## src/rtl/global_buffer_param.sv

```systemverilog
// Default sizing for the global buffer core and the address-field widths derived from it.
package global_buffer_param;

    localparam int TILE_SEL_ADDR_WIDTH = 4;
    localparam int BANKS_PER_TILE      = 2;
    localparam int BANK_SEL_WIDTH      = $clog2(BANKS_PER_TILE);
    localparam int BANK_ADDR_WIDTH     = 17;
    localparam int BANK_DATA_WIDTH     = 64;
    localparam int BANK_STRB_WIDTH     = BANK_DATA_WIDTH / 8;
    localparam int BANK_RD_LATENCY     = 3;
    localparam int GLB_ADDR_WIDTH      = TILE_SEL_ADDR_WIDTH + BANK_SEL_WIDTH + BANK_ADDR_WIDTH;

endpackage

```

## src/rtl/global_buffer_pkg.sv

```systemverilog
// Packet types exchanged with the processor router and helpers that split a global address.
package global_buffer_pkg;

    import global_buffer_param::*;

    typedef struct packed {
        logic                       wr_en;
        logic [BANK_STRB_WIDTH-1:0] wr_strb;
        logic [GLB_ADDR_WIDTH-1:0]  wr_addr;
        logic [BANK_DATA_WIDTH-1:0] wr_data;
    } wr_packet_t;

    typedef struct packed {
        logic                      rd_en;
        logic [GLB_ADDR_WIDTH-1:0] rd_addr;
    } rdrq_packet_t;

    typedef struct packed {
        logic [BANK_DATA_WIDTH-1:0] rd_data;
        logic                       rd_data_valid;
    } rdrs_packet_t;

    // Address layout, MSB to LSB: [tile | bank | offset].
    function automatic logic [TILE_SEL_ADDR_WIDTH-1:0] addr_tile(input logic [GLB_ADDR_WIDTH-1:0] addr);
        return addr[GLB_ADDR_WIDTH-1 -: TILE_SEL_ADDR_WIDTH];
    endfunction

    function automatic logic [BANK_SEL_WIDTH-1:0] addr_bank(input logic [GLB_ADDR_WIDTH-1:0] addr);
        return addr[BANK_ADDR_WIDTH +: BANK_SEL_WIDTH];
    endfunction

    function automatic logic [BANK_ADDR_WIDTH-1:0] addr_offset(input logic [GLB_ADDR_WIDTH-1:0] addr);
        return addr[BANK_ADDR_WIDTH-1:0];
    endfunction

endpackage

```

## src/rtl/glb_core_rd_tracker.sv

```systemverilog
// Follows issued bank reads through the bank latency and registers the returning word
// as a one-cycle-valid response packet.
module glb_core_rd_tracker
    import global_buffer_param::*;
    import global_buffer_pkg::*;
(
    input  logic                                      clk,
    input  logic                                      reset,
    input  logic                                      rd_issue_valid,
    input  logic [BANK_SEL_WIDTH-1:0]                 rd_issue_bank,
    input  logic [BANKS_PER_TILE*BANK_DATA_WIDTH-1:0] bank_rd_data,
    output rdrs_packet_t                              rdrs_packet
);

    typedef struct packed {
        logic                      valid;
        logic [BANK_SEL_WIDTH-1:0] bank;
    } inflight_t;

    inflight_t    pipe_q [BANK_RD_LATENCY];
    inflight_t    pipe_d [BANK_RD_LATENCY];
    rdrs_packet_t rdrs_q;
    rdrs_packet_t rdrs_d;
    inflight_t    tail_s;

    // Stage 0 is loaded from the cycle the bank sees its read enable, so the tail
    // lines up with the cycle the bank data is valid.
    always_comb begin
        pipe_d[0] = '{valid: rd_issue_valid, bank: rd_issue_bank};
        for (int i = 1; i < BANK_RD_LATENCY; i++) begin
            pipe_d[i] = pipe_q[i-1];
        end
        tail_s = pipe_q[BANK_RD_LATENCY-1];
        rdrs_d = rdrs_q;
        rdrs_d.rd_data_valid = tail_s.valid;
        if (tail_s.valid) begin
            rdrs_d.rd_data = bank_rd_data[tail_s.bank*BANK_DATA_WIDTH +: BANK_DATA_WIDTH];
        end else begin
            rdrs_d.rd_data = rdrs_q.rd_data;
        end
    end

    always_ff @(posedge clk) begin
        if (reset) begin
            for (int i = 0; i < BANK_RD_LATENCY; i++) begin
                pipe_q[i] <= '0;
            end
            rdrs_q <= '0;
        end else begin
            for (int i = 0; i < BANK_RD_LATENCY; i++) begin
                pipe_q[i] <= pipe_d[i];
            end
            rdrs_q <= rdrs_d;
        end
    end

    assign rdrs_packet = rdrs_q;

endmodule

```

## src/rtl/glb_core_proc_switch.sv

```systemverilog
// Per-tile switch: decodes processor-router write/read packets onto the tile's banks and
// returns read data through the in-flight tracker.
module glb_core_proc_switch
    import global_buffer_param::*;
    import global_buffer_pkg::*;
(
    input  logic                                      clk,
    input  logic                                      reset,
    input  logic [TILE_SEL_ADDR_WIDTH-1:0]            glb_tile_id,
    input  wr_packet_t                                wr_packet_pr2sw,
    input  rdrq_packet_t                              rdrq_packet_pr2sw,
    output rdrs_packet_t                              rdrs_packet_sw2pr,
    output logic [BANKS_PER_TILE-1:0]                 bank_wr_en,
    output logic [BANK_STRB_WIDTH-1:0]                bank_wr_strb,
    output logic [BANK_ADDR_WIDTH-1:0]                bank_wr_addr,
    output logic [BANK_DATA_WIDTH-1:0]                bank_wr_data,
    output logic [BANKS_PER_TILE-1:0]                 bank_rd_en,
    output logic [BANK_ADDR_WIDTH-1:0]                bank_rd_addr,
    input  logic [BANKS_PER_TILE*BANK_DATA_WIDTH-1:0] bank_rd_data,
    output logic                                      err_collision
);

    logic                       wr_acc_s;
    logic                       rd_acc_s;
    logic                       collide_s;
    logic [BANK_SEL_WIDTH-1:0]  wr_bank_s;
    logic [BANK_SEL_WIDTH-1:0]  rd_bank_s;

    logic [BANKS_PER_TILE-1:0]  bank_wr_en_d,   bank_wr_en_q;
    logic [BANK_STRB_WIDTH-1:0] bank_wr_strb_d, bank_wr_strb_q;
    logic [BANK_ADDR_WIDTH-1:0] bank_wr_addr_d, bank_wr_addr_q;
    logic [BANK_DATA_WIDTH-1:0] bank_wr_data_d, bank_wr_data_q;
    logic [BANKS_PER_TILE-1:0]  bank_rd_en_d,   bank_rd_en_q;
    logic [BANK_ADDR_WIDTH-1:0] bank_rd_addr_d, bank_rd_addr_q;
    logic [BANK_SEL_WIDTH-1:0]  rd_bank_d,      rd_bank_q;
    logic                       err_d,          err_q;

    // Same-bank write/read in one cycle: the single-port bank takes the write, the read is dropped.
    always_comb begin
        wr_bank_s = addr_bank(wr_packet_pr2sw.wr_addr);
        rd_bank_s = addr_bank(rdrq_packet_pr2sw.rd_addr);
        wr_acc_s  = wr_packet_pr2sw.wr_en && (addr_tile(wr_packet_pr2sw.wr_addr) == glb_tile_id);
        rd_acc_s  = rdrq_packet_pr2sw.rd_en && (addr_tile(rdrq_packet_pr2sw.rd_addr) == glb_tile_id);
        collide_s = wr_acc_s && rd_acc_s && (wr_bank_s == rd_bank_s);

        bank_wr_en_d   = '0;
        bank_wr_strb_d = '0;
        bank_wr_addr_d = '0;
        bank_wr_data_d = '0;
        bank_rd_en_d   = '0;
        bank_rd_addr_d = '0;
        rd_bank_d      = '0;
        err_d          = err_q | collide_s;

        if (wr_acc_s) begin
            bank_wr_en_d[wr_bank_s] = 1'b1;
            bank_wr_strb_d          = wr_packet_pr2sw.wr_strb;
            bank_wr_addr_d          = addr_offset(wr_packet_pr2sw.wr_addr);
            bank_wr_data_d          = wr_packet_pr2sw.wr_data;
        end else begin
            bank_wr_en_d = '0;
        end

        if (rd_acc_s && !collide_s) begin
            bank_rd_en_d[rd_bank_s] = 1'b1;
            bank_rd_addr_d          = addr_offset(rdrq_packet_pr2sw.rd_addr);
            rd_bank_d               = rd_bank_s;
        end else begin
            bank_rd_en_d = '0;
        end
    end

    always_ff @(posedge clk) begin
        if (reset) begin
            bank_wr_en_q   <= '0;
            bank_wr_strb_q <= '0;
            bank_wr_addr_q <= '0;
            bank_wr_data_q <= '0;
            bank_rd_en_q   <= '0;
            bank_rd_addr_q <= '0;
            rd_bank_q      <= '0;
            err_q          <= 1'b0;
        end else begin
            bank_wr_en_q   <= bank_wr_en_d;
            bank_wr_strb_q <= bank_wr_strb_d;
            bank_wr_addr_q <= bank_wr_addr_d;
            bank_wr_data_q <= bank_wr_data_d;
            bank_rd_en_q   <= bank_rd_en_d;
            bank_rd_addr_q <= bank_rd_addr_d;
            rd_bank_q      <= rd_bank_d;
            err_q          <= err_d;
        end
    end

    glb_core_rd_tracker u_rd_tracker (
        .clk            (clk),
        .reset          (reset),
        .rd_issue_valid (|bank_rd_en_q),
        .rd_issue_bank  (rd_bank_q),
        .bank_rd_data   (bank_rd_data),
        .rdrs_packet    (rdrs_packet_sw2pr)
    );

    assign bank_wr_en    = bank_wr_en_q;
    assign bank_wr_strb  = bank_wr_strb_q;
    assign bank_wr_addr  = bank_wr_addr_q;
    assign bank_wr_data  = bank_wr_data_q;
    assign bank_rd_en    = bank_rd_en_q;
    assign bank_rd_addr  = bank_rd_addr_q;
    assign err_collision = err_q;

endmodule

```

## config.mk

```make
export PLATFORM = sky130hd
export DESIGN_NAME = glb_core_proc_switch
export DESIGN_NICKNAME = d
export VERILOG_FILES = /design/src/rtl/global_buffer_param.sv /design/src/rtl/global_buffer_pkg.sv /design/src/rtl/glb_core_rd_tracker.sv /design/src/rtl/glb_core_proc_switch.sv
export SDC_FILE = /design/constraint.sdc
export NUM_CORES = 1
export LEC_CHECK = 0
export ABC_CLOCK_PERIOD_IN_PS = 1800
export CAP_MARGIN = 20
export CORE_AREA = 2 2 167 169
export DETAILED_ROUTE_END_ITERATION = 6
export DIE_AREA = 0 0 169 171
export HOLD_SLACK_MARGIN = 0.08
export PLACE_DENSITY_LB_ADDON = 0.1
export SLEW_MARGIN = 30
export SYNTH_ARGS = -nofsm -noshare
export SYNTH_HDL_FRONTEND = slang
export SYNTH_SLANG_ARGS = --single-unit
export TNS_END_PERCENT = 20
```

## constraint.sdc

```tcl
create_clock -name clk -period 1.8 [get_ports clk]
set_clock_uncertainty 0.2 [all_clocks]
set_input_delay 0.36 -clock clk [delete_from_list [all_inputs] [get_ports clk]]
set_output_delay 0.36 -clock clk [all_outputs]
set_load 0.03 [all_outputs]
```

-- Yosys cells after proc, flatten, opt, wreduce, memory -nomap -nowiden
Memory sizes are Yosys's and may differ from the RTL's.
Index checks and enable logic that the tools add are counted.
- memories: 1
- bits in registers: 177
- logic and storage cells: 46
- bits of input ports: 252
- bits in writable memories: 6
- memory list (name ; depth ; bits a word ; read ports ; clocked after Yosys merged registers in ; write ports ; line ; RTL):
    u_rd_tracker.pipe_q ; 3 ; 2 ; 3 ; 0 ; 3 ; glb_core_rd_tracker.sv:20 ; inflight_t pipe_q [BANK_RD_LATENCY];
- multiplexer cells: 10
- reduce and logical (&&, ||, !) cells: 11
- shift-type cells: 1
- bitwise gates (word level): 6
- $lt $le $gt $ge: 4
- equality and inequality tests: 3
- operators with widths (operator ; number):
    $shiftx 128x8->64 ; 1
    $eq 4x4->1 ; 2
    $logic_and 1x1->1 ; 7
    $mux 2 ; 3
    $reduce_or 2->1 ; 3
    $mux 1 ; 5
    $lt 1x2->1 const B ; 2
    $or 1x1->1 ; 4
    $demux 1 s1 ; 2
    $ge 1x1->1 const B ; 2
    $not 1->1 ; 2
    $eq 1x1->1 ; 1
    $logic_not 1->1 ; 1

-- Depth between registers and ports, before layout
- word-level depth: 8
- depth in mapped cells: 5

-- By module
From an unflattened synthesis, not the netlist that was laid out.
- cells, all modules: 556
- area, all modules: 6227.2 µm²
- modules (own cells, without submodules) (module ; cells an instance ; area each (µm²) ; times used ; sequential area each (µm²)):
    glb_core_proc_switch ; 257 ; 3208.1 ; 1 ; 2222.1
    glb_core_rd_tracker ; 299 ; 3019.1 ; 1 ; 1421.4

-- Worst setup path before layout
OpenSTA, ideal clock, no wires.
- path kind: input-to-reg
- start point: input port wr_packet_pr2sw[84] (netlist name)
- end point: register bank_rd_addr_q[7] (netlist: bank_rd_addr[7])
- setup time: 130 ps
- stages on the path: 5
- path slack: 192 ps
- data required time: 1470 ps
- arrival time: 1278 ps
- path through: xnor2_1 -> nand3_1 -> nor3_4 -> buf_6 -> nor3b_1
- word-level cells in the longest chain between the ends: 8
- ends and longest elaborated chain (element ; line ; RTL):
    start, declared ; glb_core_proc_switch.sv:10 ; input wr_packet_t wr_packet_pr2sw,
    $eq 4x4->1 ; glb_core_proc_switch.sv:42 ; wr_acc_s = wr_packet_pr2sw.wr_en && (addr_tile(wr_packet_pr2sw.wr_addr) == glb_tile_id);
    $logic_and 1x1->1 ; glb_core_proc_switch.sv:42 ;
    $logic_and 1x1->1 (2 in a row) ; glb_core_proc_switch.sv:44 ; collide_s = wr_acc_s && rd_acc_s && (wr_bank_s == rd_bank_s);
    $logic_not 1->1 ; glb_core_proc_switch.sv:64 ; if (rd_acc_s && !collide_s) begin
    $logic_and 1x1->1 ; glb_core_proc_switch.sv:64 ;
    $not 1->1 (no line) ; n/a ;
    $reduce_or 2->1 (no line) ; n/a ;
    end signal, assigned ; glb_core_proc_switch.sv:89 ; bank_rd_addr_q <= bank_rd_addr_d;
    end, declared ; glb_core_proc_switch.sv:34 ; logic [BANK_ADDR_WIDTH-1:0] bank_rd_addr_d, bank_rd_addr_q;
No other way between the ends.
A chain may end at the register's enable or synchronous reset.

-- Worst setup path in the final report
- start point: register u_rd_tracker.rdrs_q, in the netlist u_rd_tracker.rdrs_packet[59]
- end point: output port rdrs_packet_sw2pr[59] (netlist name)
- RTL lines (element ; line ; RTL):
    start, declared ; glb_core_rd_tracker.sv:22 ; rdrs_packet_t rdrs_q;
    start signal, assigned ; glb_core_rd_tracker.sv:53 ; rdrs_q <= rdrs_d;
    end, declared ; glb_core_proc_switch.sv:12 ; output rdrs_packet_t rdrs_packet_sw2pr,
No word-level cell between the ends.

==> results.md <==
- Unrepaired setup endpoints after global routing: no
- Synth top area share: 59.1%
- Port Buffers: 427
- Antenna-violating nets left: 0
- I/O pin count: 428
- Worst setup SP type: flip-flop
- Initial antenna violation count: 3
- P&R area growth vs syn: 84.5%
- Layout cell share with drive strength beyond 1: 10.7%
- Area post-placement: 0.0110 mm2
- Worst path required time: 1.24 ns
- Initial core utilization: 22.6%
- CP bufs+invs: 1
- Final Max Slew Viols: 0
- Vias in the first global route: 5281
- Post-Syn Area: 0.00617 mm2
- Die ar.: 0.0289 mm2
- Max-cap violations: 0
- Vias/cell: 4.01
- Power per cell area: 764 mW/mm2
- Remaining DRCs: 0
- Routed length per placed instance: 16.0 um
- Period utilisation layout: 97.5%
- Clk Latency, worst-skew pair: 0.42 ns
- Clk buf depth: 2
- Chip Width: 169 um
- Synth area leader: dfxtp_1
- CTS tree: yes
- Synth cell types: 26
- Min-delay worst type: reg -> reg
- Ranking of synthesized cells by area: dfxtp_1 (59%), mux2i_1 (10%), a211oi_1 (7.8%)
- Mapped Nets: 805
- CP max stage delay: 0.45 ns
- DRT iter0 DRCs: 188
- Final nets: 1232
- Gr usage total: 14.2%
- Fmax: 570 MHz
- Setup Fix Bufs, Post-CTS: 0
- Post-route cell area: 0.0114 mm2
- Hpwl dp: 16.4 mm
- Endpoints failing hold: 0
- Pre-CTS setup slack: -0.346 ns
- Least-Margin Pin Slew: 0.386 ns
- CP Cell Sequence: dlygate4sd2_1
- Worst setup margin: 0.0442 ns
- Die height: 171 um
- CTS clock-pin slew for the worst setup and hold paths: 0.08 ns
- Leakage: 4.82 nW
- Pre-antenna DRT Iters: 4
- Vias: 5379
- Worst Path Arrival: 1.20 ns
- Total power: 8.69 mW
- Cell Rows: 61
- Post-synthesis sequential area ratio: 59.1%
- Syn Inst Count: 553
- Synthesis-stage register bit count: 182
- TritonCTS buffer count: 17
- CP max-delay cell: dlygate4sd2_1
- Global-route wire length before repair: 31.0 mm
- Worst-path fanout max: 2
- CTS Sinks: 182
- Worst r2r src: u_rd_tracker.pipe_q[0][4]
- Worst VDD drop: 558 uV
- Core area: 0.0273 mm2
- Hold Crit Start: u_rd_tracker.pipe_q[0][2]
- Critical path class: reg -> out
- Worst Setup End Kind: primary output
- Status: complete, no violations
- Gr ovfl total: 0
- Crit path max-delay family: buffers and inverters
- Max-Slew Margin vs Limit: 74.4%
- Yosys synthesis warning count: 0
- Minimum hold slack: 0.234 ns
- Root buf cell: clkbuf_16
- # setup viols final: 0
- Fin crit period: 1.76 ns
- Routability cong.: 0.713
- CP startpoint: u_rd_tracker.rdrs_packet[59]
- Largest net degree at the start of global routing: 74
- H-tree lvl count: 4
- Post-Syn Area per Cell: 11.2 um2
- Final wirelength: 21.4 mm
[power breakdown]
group	leakage (nW)	switching, mW	internal [mW]
Combinational	3.06	0.246	0.583
Clock	0.296	1.79	2.02
Sequential	1.47	0.00777	4.05
Total	4.82	2.04	6.65
[flip-flops by register name, indices dropped and copies added, names as in the netlist]
name,flops
bank_rd_addr,17
bank_wr_en,2
bank_wr_data,64
bank_rd_en,2
bank_wr_strb,8
bank_wr_addr,17
err_collision,1
u_rd_tracker.pipe_q,6
u_rd_tracker.rdrs_packet,65
[cells in the mapped netlist (all sizes together)]
cell / instances
nor2: 66
a211oi: 64
xnor2: 4
nand3: 2
buf: 16
clkbuf: 26
o22ai: 1
inv: 1
dfxtp: 182
nor3: 4
nor4: 1
xor2: 4
or3: 1
nor3b: 18
nand2b: 2
and2: 90
mux2i: 64
nor2b: 6
nand4b: 1
[layout make-up]
class / count / area (um2)
Timing Repair Buffer: 450 / 4370
Tap cell: 346 / 433
Clock inverter: 14 / 158
Inverter: 1 / 3.75
Fill cell: 2718 / 15900
Antenna cell: 1 / 2.50
Clock buffer: 18 / 439
Multi-Input combinational cell: 328 / 2330
Sequential cell: 182 / 3650
[worst paths after layout]
check	slack, ns	cells after the start	to
worst max-delay path	0.04	1	rdrs_packet_sw2pr[59]
worst min-delay path	0.23	1	u_rd_tracker.pipe_q[0][4]
worst max register to register	0.29	3	u_rd_tracker.rdrs_packet[53]
worst min register to register	0.23	1	u_rd_tracker.pipe_q[0][4]
[what timing repair did]
action                     in CTS  in global routing
hold buffers                    0                  0
setup endpoints to repair     176                 27
resized for setup             182                 21
pin swaps                       0                  0
[layer usage]
layer  GRT usage (%)  part of all wire, %  vias to the layer above
li1                -                    -                     2738
met1            14.9                   38                     2350
met2            24.2                   48                      269
met3            8.10                   12                       18
met4            4.61                  1.4                        4
met5               0                 0.12                        -
[metrics by stage]
stage	instances	util, %	setup TNS (ns)
floorplan	553	-	0
global placement	1307	40.2	-32.48
detailed placement	1307	40.2	-34.73
CTS	1339	41.6	0
global route	1340	41.6	0
finish	1340	41.6	0
[cell usage in the layout (no fill, tap or decap), types with 6 or more instances in the layout]
cell type,netlist,layout
dfxtp_1,182,180
buf_4,5,12
and2_2,39,39
nor2b_1,6,6
mux2i_1,64,64
clkbuf_16,0,17
buf_12,0,11
clkdlybuf4s15_1,0,16
a211oi_1,64,64
nor2_1,66,66
nor3b_1,18,18
clkdlybuf4s50_1,0,250
and2_1,51,51
dlygate4sd2_1,0,155
[kinds of logic (layout without fill, tap and decap cells)]
group / after synthesis / after routing / share of synthesized area, %
DFF: 182 / 182 / 59.1
AOI/OAI and AO/OA: 65 / 65 / 7.89
muxes: 64 / 64 / 10.4
buffers and inverters: 43 / 483 / 3.31
xor gates and xnor gates: 8 / 8 / 1.14
and+or+nand+nor: 191 / 191 / 18.2
other: 0 / 1 / 0
(Power assumes the default switching activity.)
